$ cat src/rtl/frame_bank_arbiter_if.sv
// Bus bundle between the ping-pong frame bank arbiter, the capture writer,
// the VGA reader and the two frame RAM banks.
interface frame_bank_arbiter_if #(
  parameter int ADDR_W = 16
);
  logic              wr_sof;
  logic              wr_req;
  logic [2:0]        wr_data;
  logic              wr_ready;
  logic              rd_vblank;
  logic              rd_en;
  logic [ADDR_W-1:0] rd_addr;
  logic [2:0]        rd_data;
  logic [ADDR_W-1:0] b0_addr;
  logic [ADDR_W-1:0] b1_addr;
  logic [2:0]        b0_wdata;
  logic [2:0]        b1_wdata;
  logic              b0_wren;
  logic              b1_wren;
  logic              b0_rden;
  logic              b1_rden;
  logic [2:0]        b0_rdata;
  logic [2:0]        b1_rdata;
  logic              rd_bank;
  logic              frame_valid;
  logic [7:0]        drop_cnt;

  modport slave (
    input  wr_sof, wr_req, wr_data, rd_vblank, rd_en, rd_addr, b0_rdata, b1_rdata,
    output wr_ready, rd_data, b0_addr, b1_addr, b0_wdata, b1_wdata,
           b0_wren, b1_wren, b0_rden, b1_rden, rd_bank, frame_valid, drop_cnt
  );

  modport master (
    output wr_sof, wr_req, wr_data, rd_vblank, rd_en, rd_addr, b0_rdata, b1_rdata,
    input  wr_ready, rd_data, b0_addr, b1_addr, b0_wdata, b1_wdata,
           b0_wren, b1_wren, b0_rden, b1_rden, rd_bank, frame_valid, drop_cnt
  );
endinterface

$ cat src/rtl/frame_bank_arbiter.sv
// Ping-pong frame buffer controller: writer fills one bank while the reader scans
// the other; banks swap in vertical blank. Define FRAME_BANK_DROP_CNT_EN for drop_cnt.
module frame_bank_arbiter #(
  parameter int FRAME_WORDS = 40000,
  parameter int ADDR_W      = 16
) (
  input logic                 vclk,
  input logic                 rst,
  frame_bank_arbiter_if.slave bus
);

  typedef enum logic [1:0] {IDLE, FILL, DONE} state_e;

  localparam logic [ADDR_W-1:0] LAST_ADDR = ADDR_W'(FRAME_WORDS - 1);

  state_e            state_q;
  logic [ADDR_W-1:0] waddr_q;
  logic [ADDR_W-1:0] wr_addr_q;
  logic [2:0]        wr_data_q;
  logic              wr_en_q;
  logic              rd_bank_q;
  logic              frame_valid_q;
  logic              rd_sel_q;
  logic              rd_valid_q;

  assign bus.wr_ready    = (state_q == FILL);
  assign bus.rd_bank     = rd_bank_q;
  assign bus.frame_valid = frame_valid_q;

  // NOTE: sequential state uses non-blocking assignments so every register
  // samples the pre-edge values regardless of statement order.
  always_ff @(posedge vclk or posedge rst) begin
    if (rst) begin
      state_q       <= IDLE;
      waddr_q       <= '0;
      wr_addr_q     <= '0;
      wr_data_q     <= '0;
      wr_en_q       <= 1'b0;
      rd_bank_q     <= 1'b0;
      frame_valid_q <= 1'b0;
      rd_sel_q      <= 1'b0;
      rd_valid_q    <= 1'b0;
    end else begin
      wr_en_q    <= 1'b0;
      rd_sel_q   <= rd_bank_q;
      rd_valid_q <= frame_valid_q;
      case (state_q)
        IDLE: begin
          if (bus.wr_sof) begin
            state_q <= FILL;
            waddr_q <= '0;
          end
        end
        FILL: begin
          // A start-of-frame pulse restarts the frame and wins over a coincident pixel.
          if (bus.wr_sof) begin
            waddr_q <= '0;
          end else if (bus.wr_req) begin
            wr_en_q   <= 1'b1;
            wr_addr_q <= waddr_q;
            wr_data_q <= bus.wr_data;
            if (waddr_q == LAST_ADDR) begin
              state_q <= DONE;
              waddr_q <= '0;
            end else begin
              waddr_q <= waddr_q + 1'b1;
            end
          end
        end
        DONE: begin
          if (bus.rd_vblank) begin
            rd_bank_q     <= ~rd_bank_q;
            frame_valid_q <= 1'b1;
            state_q       <= bus.wr_sof ? FILL : IDLE;
            waddr_q       <= '0;
          end
        end
        default: state_q <= IDLE;
      endcase
    end
  end

`ifdef FRAME_BANK_DROP_CNT_EN
  logic       sof_drop;
  logic [7:0] drop_cnt_q;

  // Swap-cycle start-of-frame pulses are consumed by the new frame, not dropped.
  assign sof_drop = bus.wr_sof &&
                    ((state_q == FILL) || ((state_q == DONE) && !bus.rd_vblank));

  always_ff @(posedge vclk or posedge rst) begin
    if (rst) begin
      drop_cnt_q <= '0;
    end else if (sof_drop && (drop_cnt_q != 8'hFF)) begin
      drop_cnt_q <= drop_cnt_q + 8'd1;
    end
  end

  assign bus.drop_cnt = drop_cnt_q;
`else
  assign bus.drop_cnt = '0;
`endif

  // NOTE: every output is given a default first so no path leaves a latch.
  always_comb begin
    bus.b0_addr  = wr_addr_q;
    bus.b0_wdata = wr_data_q;
    bus.b0_wren  = wr_en_q;
    bus.b0_rden  = 1'b0;
    bus.b1_addr  = wr_addr_q;
    bus.b1_wdata = wr_data_q;
    bus.b1_wren  = wr_en_q;
    bus.b1_rden  = 1'b0;
    if (rd_bank_q) begin
      bus.b1_addr  = bus.rd_addr;
      bus.b1_wdata = '0;
      bus.b1_wren  = 1'b0;
      bus.b1_rden  = bus.rd_en;
    end else begin
      bus.b0_addr  = bus.rd_addr;
      bus.b0_wdata = '0;
      bus.b0_wren  = 1'b0;
      bus.b0_rden  = bus.rd_en;
    end
  end

  // Select and blanking are delayed one cycle to line up with RAM read latency.
  assign bus.rd_data = !rd_valid_q ? 3'b000 : (rd_sel_q ? bus.b1_rdata : bus.b0_rdata);

endmodule

$ cat src/flat_wrapper.sv
// flat-port wrapper written by rule: the top's interface ports become plain ports
module frame_bank_arbiter_flat 
#(
  parameter int FRAME_WORDS = 40000,
  parameter int ADDR_W      = 16
)
  (vclk, rst, bus_wr_sof, bus_wr_req, bus_wr_data, bus_rd_vblank, bus_rd_en, bus_rd_addr, bus_b0_rdata, bus_b1_rdata, bus_wr_ready, bus_rd_data, bus_b0_addr, bus_b1_addr, bus_b0_wdata, bus_b1_wdata, bus_b0_wren, bus_b1_wren, bus_b0_rden, bus_b1_rden, bus_rd_bank, bus_frame_valid, bus_drop_cnt);
  frame_bank_arbiter_if #(.ADDR_W(ADDR_W)) bus_i ();
  input logic vclk;
  input logic rst;
  input wire logic [$bits(bus_i.wr_sof)-1:0] bus_wr_sof;
  input wire logic [$bits(bus_i.wr_req)-1:0] bus_wr_req;
  input wire logic [$bits(bus_i.wr_data)-1:0] bus_wr_data;
  input wire logic [$bits(bus_i.rd_vblank)-1:0] bus_rd_vblank;
  input wire logic [$bits(bus_i.rd_en)-1:0] bus_rd_en;
  input wire logic [$bits(bus_i.rd_addr)-1:0] bus_rd_addr;
  input wire logic [$bits(bus_i.b0_rdata)-1:0] bus_b0_rdata;
  input wire logic [$bits(bus_i.b1_rdata)-1:0] bus_b1_rdata;
  output wire logic [$bits(bus_i.wr_ready)-1:0] bus_wr_ready;
  output wire logic [$bits(bus_i.rd_data)-1:0] bus_rd_data;
  output wire logic [$bits(bus_i.b0_addr)-1:0] bus_b0_addr;
  output wire logic [$bits(bus_i.b1_addr)-1:0] bus_b1_addr;
  output wire logic [$bits(bus_i.b0_wdata)-1:0] bus_b0_wdata;
  output wire logic [$bits(bus_i.b1_wdata)-1:0] bus_b1_wdata;
  output wire logic [$bits(bus_i.b0_wren)-1:0] bus_b0_wren;
  output wire logic [$bits(bus_i.b1_wren)-1:0] bus_b1_wren;
  output wire logic [$bits(bus_i.b0_rden)-1:0] bus_b0_rden;
  output wire logic [$bits(bus_i.b1_rden)-1:0] bus_b1_rden;
  output wire logic [$bits(bus_i.rd_bank)-1:0] bus_rd_bank;
  output wire logic [$bits(bus_i.frame_valid)-1:0] bus_frame_valid;
  output wire logic [$bits(bus_i.drop_cnt)-1:0] bus_drop_cnt;
  assign bus_i.wr_sof = bus_wr_sof;
  assign bus_i.wr_req = bus_wr_req;
  assign bus_i.wr_data = bus_wr_data;
  assign bus_i.rd_vblank = bus_rd_vblank;
  assign bus_i.rd_en = bus_rd_en;
  assign bus_i.rd_addr = bus_rd_addr;
  assign bus_i.b0_rdata = bus_b0_rdata;
  assign bus_i.b1_rdata = bus_b1_rdata;
  assign bus_wr_ready = bus_i.wr_ready;
  assign bus_rd_data = bus_i.rd_data;
  assign bus_b0_addr = bus_i.b0_addr;
  assign bus_b1_addr = bus_i.b1_addr;
  assign bus_b0_wdata = bus_i.b0_wdata;
  assign bus_b1_wdata = bus_i.b1_wdata;
  assign bus_b0_wren = bus_i.b0_wren;
  assign bus_b1_wren = bus_i.b1_wren;
  assign bus_b0_rden = bus_i.b0_rden;
  assign bus_b1_rden = bus_i.b1_rden;
  assign bus_rd_bank = bus_i.rd_bank;
  assign bus_frame_valid = bus_i.frame_valid;
  assign bus_drop_cnt = bus_i.drop_cnt;
  frame_bank_arbiter #(.FRAME_WORDS(FRAME_WORDS), .ADDR_W(ADDR_W)) u_core (.vclk(vclk), .rst(rst), .bus(bus_i));
endmodule
$ cat config.mk
export PLATFORM = sky130hd
export DESIGN_NAME = frame_bank_arbiter_flat
export DESIGN_NICKNAME = d
export VERILOG_FILES = /design/src/rtl/frame_bank_arbiter_if.sv /design/src/rtl/frame_bank_arbiter.sv /design/src/flat_wrapper.sv
export SDC_FILE = /design/constraint.sdc
export NUM_CORES = 1
export LEC_CHECK = 0
export ABC_AREA = 1
export CAP_MARGIN = 20
export CORE_MARGIN = 4
export CORE_UTILIZATION = 63
export CTS_CLUSTER_DIAMETER = 100
export DETAILED_ROUTE_END_ITERATION = 6
export DONT_BUFFER_PORTS = 1
export PLACE_DENSITY = 0.79
export SLEW_MARGIN = 20
export SYNTH_ARGS = -nofsm -noshare
export SYNTH_HDL_FRONTEND = slang
export SYNTH_SLANG_ARGS = --single-unit
$ cat constraint.sdc
create_clock -name vclk -period 1.85 [get_ports vclk]
set_input_delay 0.2775 -clock vclk [delete_from_list [all_inputs] [get_ports vclk]]
set_output_delay 0.2775 -clock vclk [all_outputs]
set_load 0.01 [all_outputs]
== After elaboration in Yosys (flattened, before gate mapping) ==
Index checks and enable logic that the tools add are counted.

* Flip-flop bits (word level): 42
* Bits of input ports: 31
* Output and inout bits: 56

* Add/subtract/negate cells: 1
* Equality and inequality tests: 9
* Multiplexer cells: 26
* Bitwise gates (word level): 2
* Reduce and logical (&&, ||, !) cells: 6

{| class="wikitable"
|+ Operators by type and width
! cell !! count
|-
| 2-to-1 mux 16 bit || 7
|-
| one-hot mux 16 bit (3 select lines) || 1
|-
| adder 16 x 1 -> 16 bit, second input constant || 1
|-
| equality test 16 bit, second input constant || 1
|-
| 2-to-1 mux 3 bit || 4
|-
| 2-to-1 mux 2 bit || 5
|-
| 2-to-1 mux 1 bit || 8
|-
| inequality test 2 bit, second input constant || 4
|-
| one-hot mux 2 bit (3 select lines) || 1
|-
| AND reduction 5 bit || 1
|-
| AND reduction 4 bit || 1
|-
| inequality test 3 bit, second input constant || 1
|-
| AND reduction 3 bit || 1
|-
| nonzero test 3 bit || 1
|-
| equality test 2 x 1 -> 1 bit, second input constant || 1
|-
| equality test 2 bit, second input constant || 1
|-
| zero test 2 bit || 1
|-
| inequality test 2 x 1 -> 1 bit, second input constant || 1
|-
| inverter 1 bit || 2
|-
| AND reduction 2 bit || 1
|}

== Logic depth before layout (Yosys ltp) ==
Gate-level depths: netlist of the first run.

* Depth in word-level cells: 5
* Gate-level depth with buffers: 9

== Least setup slack after synthesis of the first run ==
Ideal clock, no wire load.

* Path type: reg-to-output
* Start point: reg u_core.rd_bank_q, in the netlist u_core.bus.rd_bank
* End point: out bus_b0_addr[0]
* Arrival time: 1188 ps
* Required time: 1572 ps
* Slack: 385 ps
* Cell stages (with the launch flop): 5
* Path through: dfrtp_1 clkbuf_1 inv_1 clkbuf_1 o21ai_0

* Word-level cells in the longest chain between the ends: 1

{| class="wikitable"
|+ RTL lines
! item !! line !! RTL
|-
| start: declaration || frame_bank_arbiter.sv:21 || <nowiki>logic rd_bank_q;</nowiki>
|-
| start signal: assignment || frame_bank_arbiter.sv:72 || <nowiki>rd_bank_q <= ~rd_bank_q;</nowiki>
|-
| 2-to-1 mux 16 bit || frame_bank_arbiter.sv:114 || <nowiki>if (rd_bank_q) begin</nowiki>
|-
| end: declaration || flat_wrapper.sv:21 || <nowiki>output wire logic [$bits(bus_i.b0_addr)-1:0] bus_b0_addr;</nowiki>
|}

Every way passes these cells.

== Final worst setup path of the first run ==
* Start point: reg u_core.waddr_q[0]
* End point: reg u_core.waddr_q[8]

* Word-level cells in the longest chain between the ends: 5
* Elaborated cells on any way between the ends: 6

{| class="wikitable"
|+ RTL lines
! item !! line !! RTL
|-
| start: declaration || frame_bank_arbiter.sv:17 || <nowiki>logic [ADDR_W-1:0] waddr_q;</nowiki>
|-
| start signal: assignment || frame_bank_arbiter.sv:66 || <nowiki>waddr_q <= waddr_q + 1'b1;</nowiki>
|-
| adder 16 x 1 -> 16 bit or equality test 16 bit (tied branches) || frame_bank_arbiter.sv:66, frame_bank_arbiter.sv:62 ||
|-
| 2-to-1 mux 16 bit * || frame_bank_arbiter.sv:62 || <nowiki>if (waddr_q == LAST_ADDR) begin</nowiki>
|-
| 2-to-1 mux 16 bit * || frame_bank_arbiter.sv:58 || <nowiki>end else if (bus.wr_req) begin</nowiki>
|-
| 2-to-1 mux 16 bit * || frame_bank_arbiter.sv:56 || <nowiki>if (bus.wr_sof) begin</nowiki>
|-
| one-hot mux 16 bit (3 select lines) * || frame_bank_arbiter.sv:47 || <nowiki>case (state_q)</nowiki>
|}

Mark *: on every way between the ends. The rest lies on a longest branch, timed or not. The select of a mux whose other input is x is not followed.
A chain may end at the register's enable or synchronous reset.

==> results of run 1 <==
where the power goes:
part / total, mW / leakage, nW / switching (mW) / internal (mW)
combinational: 1.58 / 0.766 / 1.08 / 0.497
clock: 0.595 / 0.0472 / 0.296 / 0.299
sequential: 1.16 / 0.559 / 0.0976 / 1.07
registers in the layout, indices dropped and copies added (netlist names):
signal and flops:
u_core.rd_sel_q 1, u_core.waddr_q 16, u_core.bus.rd_bank 1, u_core.wr_addr_q 16, u_core.bus.frame_valid 1, u_core.wr_data_q 3, u_core.wr_en_q 1, u_core.rd_valid_q 1
u_core.state_q 2
metrics by stage:
step	setup slack [ns]	std cells	total power [mW]	util (%)
global placement	0.353	416	2.70	70.1
finish	0.213	425	3.34	72.9
CTS	0.201	425	3.36	72.9
detailed placement	0.265	416	2.76	70.1
global route	0.0741	425	3.62	72.9
floorplan	0.385	370	2.38	-
worst paths after layout:
| kind | startpoint | end | slack, ns | cells past startpoint |
|---|---|---|---|---|
| max in group asynchronous | rst | u_core.wr_en_q$_DFF_PP0_ | 0.90 | 3 |
| max reg2reg | u_core.waddr_q[0]$_DFFE_PP0P_ | u_core.waddr_q[8]$_DFFE_PP0P_ | 0.21 | 8 |
| min reg2reg | u_core.bus.frame_valid$_DFFE_PP0P_ | u_core.rd_valid_q$_DFF_PP0_ | 0.48 | 0 |
| min | bus_wr_data[1] | u_core.wr_data_q[1]$_DFFE_PP0P_ | 0.11 | 2 |
| max | u_core.waddr_q[0]$_DFFE_PP0P_ | u_core.waddr_q[8]$_DFFE_PP0P_ | 0.21 | 8 |
| min in group asynchronous | rst | u_core.waddr_q[5]$_DFFE_PP0P_ | 0.43 | 2 |
per-layer routing:
layer / vias to the layer above / routed length, um / part of all wire (%) / track usage (%)
met2: 111 / 2430 / 45 / 33.6
met1: 983 / 2300 / 42 / 27.3
met4: 0 / 106 / 2.0 / 8.56
met3: 10 / 586 / 11 / 6.11
met5: - / 0 / 0 / 0
li1: 1136 / - / - / -
layout by cell type (no fill, tap or decap):
cell type	Yosys	layout
sky130_fd_sc_hd__nor2_2	4	4
sky130_fd_sc_hd__nor3_2	2	2
sky130_fd_sc_hd__inv_1	51	51
sky130_fd_sc_hd__nand3_1	15	15
sky130_fd_sc_hd__nand3b_2	1	1
sky130_fd_sc_hd__o21ai_0	45	45
sky130_fd_sc_hd__dlygate4sd3_1	0	1
sky130_fd_sc_hd__nor2_4	1	1
sky130_fd_sc_hd__nand2_1	101	101
sky130_fd_sc_hd__a21oi_1	4	4
sky130_fd_sc_hd__clkinv_2	0	1
sky130_fd_sc_hd__clkinvlp_4	0	1
sky130_fd_sc_hd__nor2_1	38	38
sky130_fd_sc_hd__nand3b_1	1	1
sky130_fd_sc_hd__o21ai_1	10	10
sky130_fd_sc_hd__inv_2	4	4
sky130_fd_sc_hd__dfrtp_1	42	42
sky130_fd_sc_hd__o21bai_1	1	1
sky130_fd_sc_hd__nand4_1	9	9
sky130_fd_sc_hd__xor2_1	6	6
sky130_fd_sc_hd__buf_4	11	19
sky130_fd_sc_hd__conb_1	1	8
sky130_fd_sc_hd__clkbuf_8	0	6
sky130_fd_sc_hd__nand2_2	3	3
sky130_fd_sc_hd__buf_12	0	2
sky130_fd_sc_hd__ha_1	1	1
worst max-delay path, delay by kind of cell, from the launching register on:
kind,cells,cell delay [ns]
adder cells (fa/ha/maj),1,0.22
AND/OR/NAND/NOR,5,0.69
flip-flops,1,0.40
buffers and inverters,2,0.23
area by class of cell:
cell class,instances,share of cell area [%]
Clock inverter,2,0.455
Tap cell,48,2.18
Clock buffer,6,3.00
Inverter,55,7.51
Multi-Input combinational cell,250,41.6
Sequential cell,42,38.2
Timing Repair Buffer,22,7.01
logic make-up after synthesis:
family	share of synthesized area [%]
flip-flops	41.8
XOR/XNOR	2.09
adder cells (fa/ha/maj)	0.498
other	0.149
buffers and inverters	13.7
AO/OA/AOI/OAI	12.0
AND/OR/NAND/NOR	29.7
==> qor.yml, run 1 <==
placement:
  placement.cell_area_um2: 2650
  gp_weighted_congestion: 0.879
  hpwl_um: 4130
  port_buffers: 0
final_layout:
  drive_gt1_share_pct: 11.7
  areaGrowthSynthToFinish_pct: 9.41
  multi_input_comb_area_um2: 1140
  diode_count: 0
  sequential_cell_area_um2: 1050
  layout.cell_area.non_filler_um2: 2750
  fin_nets: 408
  fill_cells: 292
yosys:
  synth.cell_area_um2: 2510
  synth.cells.most_frequent: "101 x sky130_fd_sc_hd__nand2_1, 51 x sky130_fd_sc_hd__inv_1, 45 x sky130_fd_sc_hd__o21ai_0"
  synth.yosys.seq_area_share_pct: 41.8
  mean_instance_size_in_the_synthesized_netlist_um2: 6.92
  synthesized_netlist_cell_count: 363
  yosysTopAreaCell: "sky130_fd_sc_hd__dfrtp_1"
  ys_ff_latch: 42
  yosysMostFrequentCell: "sky130_fd_sc_hd__nand2_1"
  synth_top_area_share_pct: 41.8
  ys_top_cells_by_area: "sky130_fd_sc_hd__dfrtp_1 42%, sky130_fd_sc_hd__nand2_1 15%, sky130_fd_sc_hd__o21ai_0 9.0%"
  synth_edf_count: 0
  async_reset_ff_share_pct: 100
  yosysUniqueCellTypes: 24
  synthFlopType: "sky130_fd_sc_hd__dfrtp_1"
  ys_warn_count: 0
worst_setup_path:
  cp_data_arrival_time_ns: 1.82
  crit_path_start_kind: "flop"
  worst-endpoint-required_ns: 2.03
  path_cells: "ha_1 -> inv_1 -> nor3_2 -> nand3_1 -> nand2_1 -> nand2_2 -> inv_2 -> nor2_1"
  setup_cp_type: "flop to flop"
  critical_path.max_stage_delay_ns: 0.40
  critical_path_s_slowest_cell: "sky130_fd_sc_hd__dfrtp_1"
  critical_path.endpoint_type: "flop"
  critical_path.max_fanout: 7
routing:
  route.detailed.drc: 0
  ant_nets: 0
  detail_route.iter0.violations: 146
  drt_first_pass_iters: 5
  drt-wirelength-per-cell_um: 12.8
  vias_after_detailed_routing: 2240
  drt-vias-per-instance: 5.27
  routed_wirelength_um: 5420
clock_tree:
  postCtsHoldBufs: 1
  cts_buffers: 5
  cts_num_sinks: 42
  clkLatencyLatePin_ns: 0.29
  ctsLongestPathBuffers: 2
  cts.clk_slew.worst_paths_ns: 0.07
  post_cts.resized_instances: 0
  cts_tree: "built"
  post-cts-setup-buffer-count: 0
  clock-root-buffer: "sky130_fd_sc_hd__clkbuf_8"
  clock_tree.htree_level_count: 2
global_route:
  grt_max_degree: 45
  grt_overflow: 0
  first_pass_grt_wire_length_um: 8590
  first_global_vias: 1923
  aggregate_global_route_resource_usage_pct: 21.2
  grt_antenna_before_repair: 0
pwr:
  power_density_nw_per_um2: 1210
  p_leak_nw: 1.37
  max-vdd-ir-drop_v: 0.000893
status:
  outcome: "finished clean"
sta:
  final.setup_skew_ns: 0.00220
  setup_tns_ns: 0
  max_freq_mhz: 611
  final_period_minus_worst_setup_slack_ns: 1.64
  grt_setup_unrepaired: "false"
  period_share_pct: 88.5
  setup_viol: 0
  worst_hold_margin_ns: 0.108
  finalHoldViolations: 0
  number_of_slew_limit_violations_in_the_final_report: 0
die:
  core.rowCount: 22
  die_height_um: 71.2
  dieArea_um2: 5060
  boundaryPins: 87
  design.core.area_um2: 3770
  die_w_um: 71.2
  floorplan.initialDensity_pct: 66.7
flow_run:
  maxCapViolations: 0
min_path:
  timing.hold.worst.class: "primary input to flop"
(Power assumes the default switching activity.)
==> inputs of run 2 (changes only) <==
CORE_UTILIZATION = 57   (was 63)
PLACE_DENSITY = 0.75   (was 0.79)
clock period = 1.4 ns   (was 1.85 ns; I/O delays follow)
==> qor.yml, run 2 (same netlist as run 1, synthesis figures left out) <==
status:
  outcome: "complete, but fails checks"
  violations: "negative setup slack"
placement:
  port_buffers: 0  # unchanged
  gp_weighted_congestion: 0.861  # -2.1%
  placement.cell_area_um2: 2900  # +9.7%
  hpwl_um: 4510  # +9.1%
  pre_cts_slack_ns: -0.0348  # -0.300 ns
  dp_cells: 452  # +8.7%
clock_tree:
  ctsLongestPathBuffers: 2  # unchanged
  cts.clk_slew.worst_paths_ns: 0.08  # about the same
  clock_tree.htree_level_count: 2  # unchanged
  cts_num_sinks: 42  # unchanged
  clock-root-buffer: "sky130_fd_sc_hd__clkbuf_8"
  cts_buffers: 5  # unchanged
  clkLatencyLatePin_ns: 0.29  # about the same
  cts_tree: "built"
final_layout:
  final-instance-count-excl-fill: 477  # +12%
  diode_count: 0  # unchanged
  mostFrequentLayoutCells: "80 x sky130_fd_sc_hd__nand2_1, 57 x sky130_fd_sc_hd__buf_4, 45 x sky130_fd_sc_hd__inv_1, 38 x sky130_fd_sc_hd__dfrtp_1, 30 x sky130_fd_sc_hd__nor2_1"
  fill_cells: 230  # -21%
  areaGrowthSynthToFinish_pct: 38.7
  sequential_cell_area_um2: 1060  # +0.48%
  layout.cell_area.non_filler_um2: 3490  # +27%
  drive_gt1_share_pct: 34.0  # +22 points
  final_common_cell: "sky130_fd_sc_hd__nand2_1"
  finish.utilization_pct: 84.1  # +11 points
  fin_nets: 458  # +12%
  multi_input_comb_area_um2: 1350  # +18%
  largest_registers: "u_core.waddr_q x16, u_core.wr_addr_q x16, u_core.wr_data_q x3"
sta:
  max-slew-margin-rel_pct: 64.4
  finalHoldViolations: 0  # unchanged
  grt_setup_unrepaired: "true"
  period_share_pct: 118  # +29 points
  worst_pin_slew_ns: 0.534
  max_freq_mhz: 607  # -0.62%
  setup_viol: 50  # +50
  worst_hold_margin_ns: 0.0397  # -0.0681 ns
  setup_slack_ns: -0.248  # -0.460 ns
  setup_tns_ns: -5.06  # -5.06 ns
  final.setup_skew_ns: 0.00531  # +0.00312 ns
  final_period_minus_worst_setup_slack_ns: 1.65  # +0.0103 ns
  number_of_slew_limit_violations_in_the_final_report: 0  # unchanged
die:
  design.core.area_um2: 4140  # +9.9%
  floorplan.initialDensity_pct: 60.7  # -6.0 points
  die_height_um: 74.4  # +4.6%
  dieArea_um2: 5540  # +9.3%
  die_w_um: 74.4  # +4.6%
  boundaryPins: 87  # unchanged
  core.rowCount: 23  # +4.5%
global_route:
  first_global_vias: 2299  # +20%
  grt_max_degree: 45  # unchanged
  grt_antenna_before_repair: 0  # unchanged
  grt_overflow: 0  # unchanged
  first_pass_grt_wire_length_um: 10300  # +20%
  aggregate_global_route_resource_usage_pct: 23.8  # +2.6 points
worst_setup_path:
  critical_path.endpoint_type: "flop"
  crit_path_start_kind: "flop"
  worst-endpoint-required_ns: 1.62  # -0.41 ns
  cp_data_arrival_time_ns: 1.87  # +0.05 ns
  setup_cp_type: "flop to flop"
  critical_path.max_fanout: 4  # -3
pwr:
  pwr-share-clk_pct: 18.2  # +0.4 points
  p_sw_share_pct: 42.1  # -2.1 points
  max-vdd-ir-drop_v: 0.00136  # +52%
  p_leak_nw: 1.74  # +27%
  power_density_nw_per_um2: 1850  # +53%
  fin_total_pwr_mw: 6.46  # +94%
  combinationalPowerShare_pct: 57.5  # +10 points
  total_switching_power_mw: 2.72  # +85%
  seq_power_share_pct: 24.2  # -11 points
  power_report.internal_total_mw: 3.74  # +100%
routing:
  detail_route.iter0.violations: 219  # +50%
  routed_wirelength_um: 8170  # +51%
  drt_first_pass_iters: 5  # unchanged
  ant_nets: 0  # unchanged
  route.detailed.drc: 0  # unchanged
  vias_after_detailed_routing: 2774  # +24%
  drt-wirelength-per-cell_um: 17.1  # +34%
  drt-vias-per-instance: 5.82  # +10%
min_path:
  timing.hold.worst.class: "primary input to flop"
flow_run:
  maxCapViolations: 0  # unchanged
[run 2: cell count changes in the layout (fill, tap and decap cells not counted), moves of 9 or more]
cell                      delta
sky130_fd_sc_hd__buf_4      +38
sky130_fd_sc_hd__o21ai_1    +19
sky130_fd_sc_hd__o21ai_0    -28
sky130_fd_sc_hd__buf_6       +9
sky130_fd_sc_hd__nand2_1    -21
sky130_fd_sc_hd__nand2_2    +14
[run 2: final timing paths]
check | from | depth (start not counted) | end | slack, ns
worst min register to register | u_core.bus.frame_valid$_DFFE_PP0P_ | 0 | u_core.rd_valid_q$_DFF_PP0_ | 0.49
max in group asynchronous | rst | 3 | u_core.waddr_q[2]$_DFFE_PP0P_ | 0.49
worst max register to register | u_core.waddr_q[0]$_DFFE_PP0P_ | 9 | u_core.waddr_q[13]$_DFFE_PP0P_ | -0.25
min in group asynchronous | rst | 3 | u_core.wr_addr_q[0]$_DFFE_PP0P_ | 0.51
worst max-delay path | u_core.waddr_q[0]$_DFFE_PP0P_ | 9 | u_core.waddr_q[13]$_DFFE_PP0P_ | -0.25
worst min-delay path | bus_wr_data[1] | 2 | u_core.wr_data_q[1]$_DFFE_PP0P_ | 0.04
[run 2: repair_timing]
item,4_1_cts,5_1_grt
pin swaps,1,14
endpoints found under the hold margin,42,0
hold buffers,1,0
gates resized for setup,41,72
cloned,1,2
buffers inserted,2,11
setup endpoints to repair,49,59
[run 2: routing by layer]
metal	up-vias	track usage (%)	routed length, um
met2	190	40.7	4050
met3	30	5.14	824
met4	0	6.92	212
li1	1245	-	-
met5	-	0	0
met1	1309	30.4	3080
[run 2: layout make-up]
cell class	count	area share, %
multi-input cells	250	38.8
flip-flops and latches	42	30.3
repair buffers	72	18.7
clock buffers	6	2.37
inverters	55	6.28
clock inverters	2	1.72
well taps	50	1.79
[run 2: worst max-delay path, cell delays in order (launching register included)]
cell and delay [ns]:
sky130_fd_sc_hd__dfrtp_1 0.38, sky130_fd_sc_hd__buf_4 0.16, sky130_fd_sc_hd__nand3_1 0.13, sky130_fd_sc_hd__inv_1 0.17, sky130_fd_sc_hd__nand2_1 0.07, sky130_fd_sc_hd__nor2_1 0.18
sky130_fd_sc_hd__nand3b_1 0.15, sky130_fd_sc_hd__nand2_1 0.13, sky130_fd_sc_hd__nand2_1 0.07, sky130_fd_sc_hd__nor2_1 0.12
[run 2: power by group through the flow]
stage | logic [mW] | clock network, mW | registers [mW]
floorplan | 1.60 | 0 | 1.55
global placement | 2.42 | 0 | 1.54
detailed placement | 2.51 | 0 | 1.55
CTS | 2.84 | 1.18 | 1.54
global route | 3.95 | 1.24 | 1.59
finish | 3.72 | 1.18 | 1.57
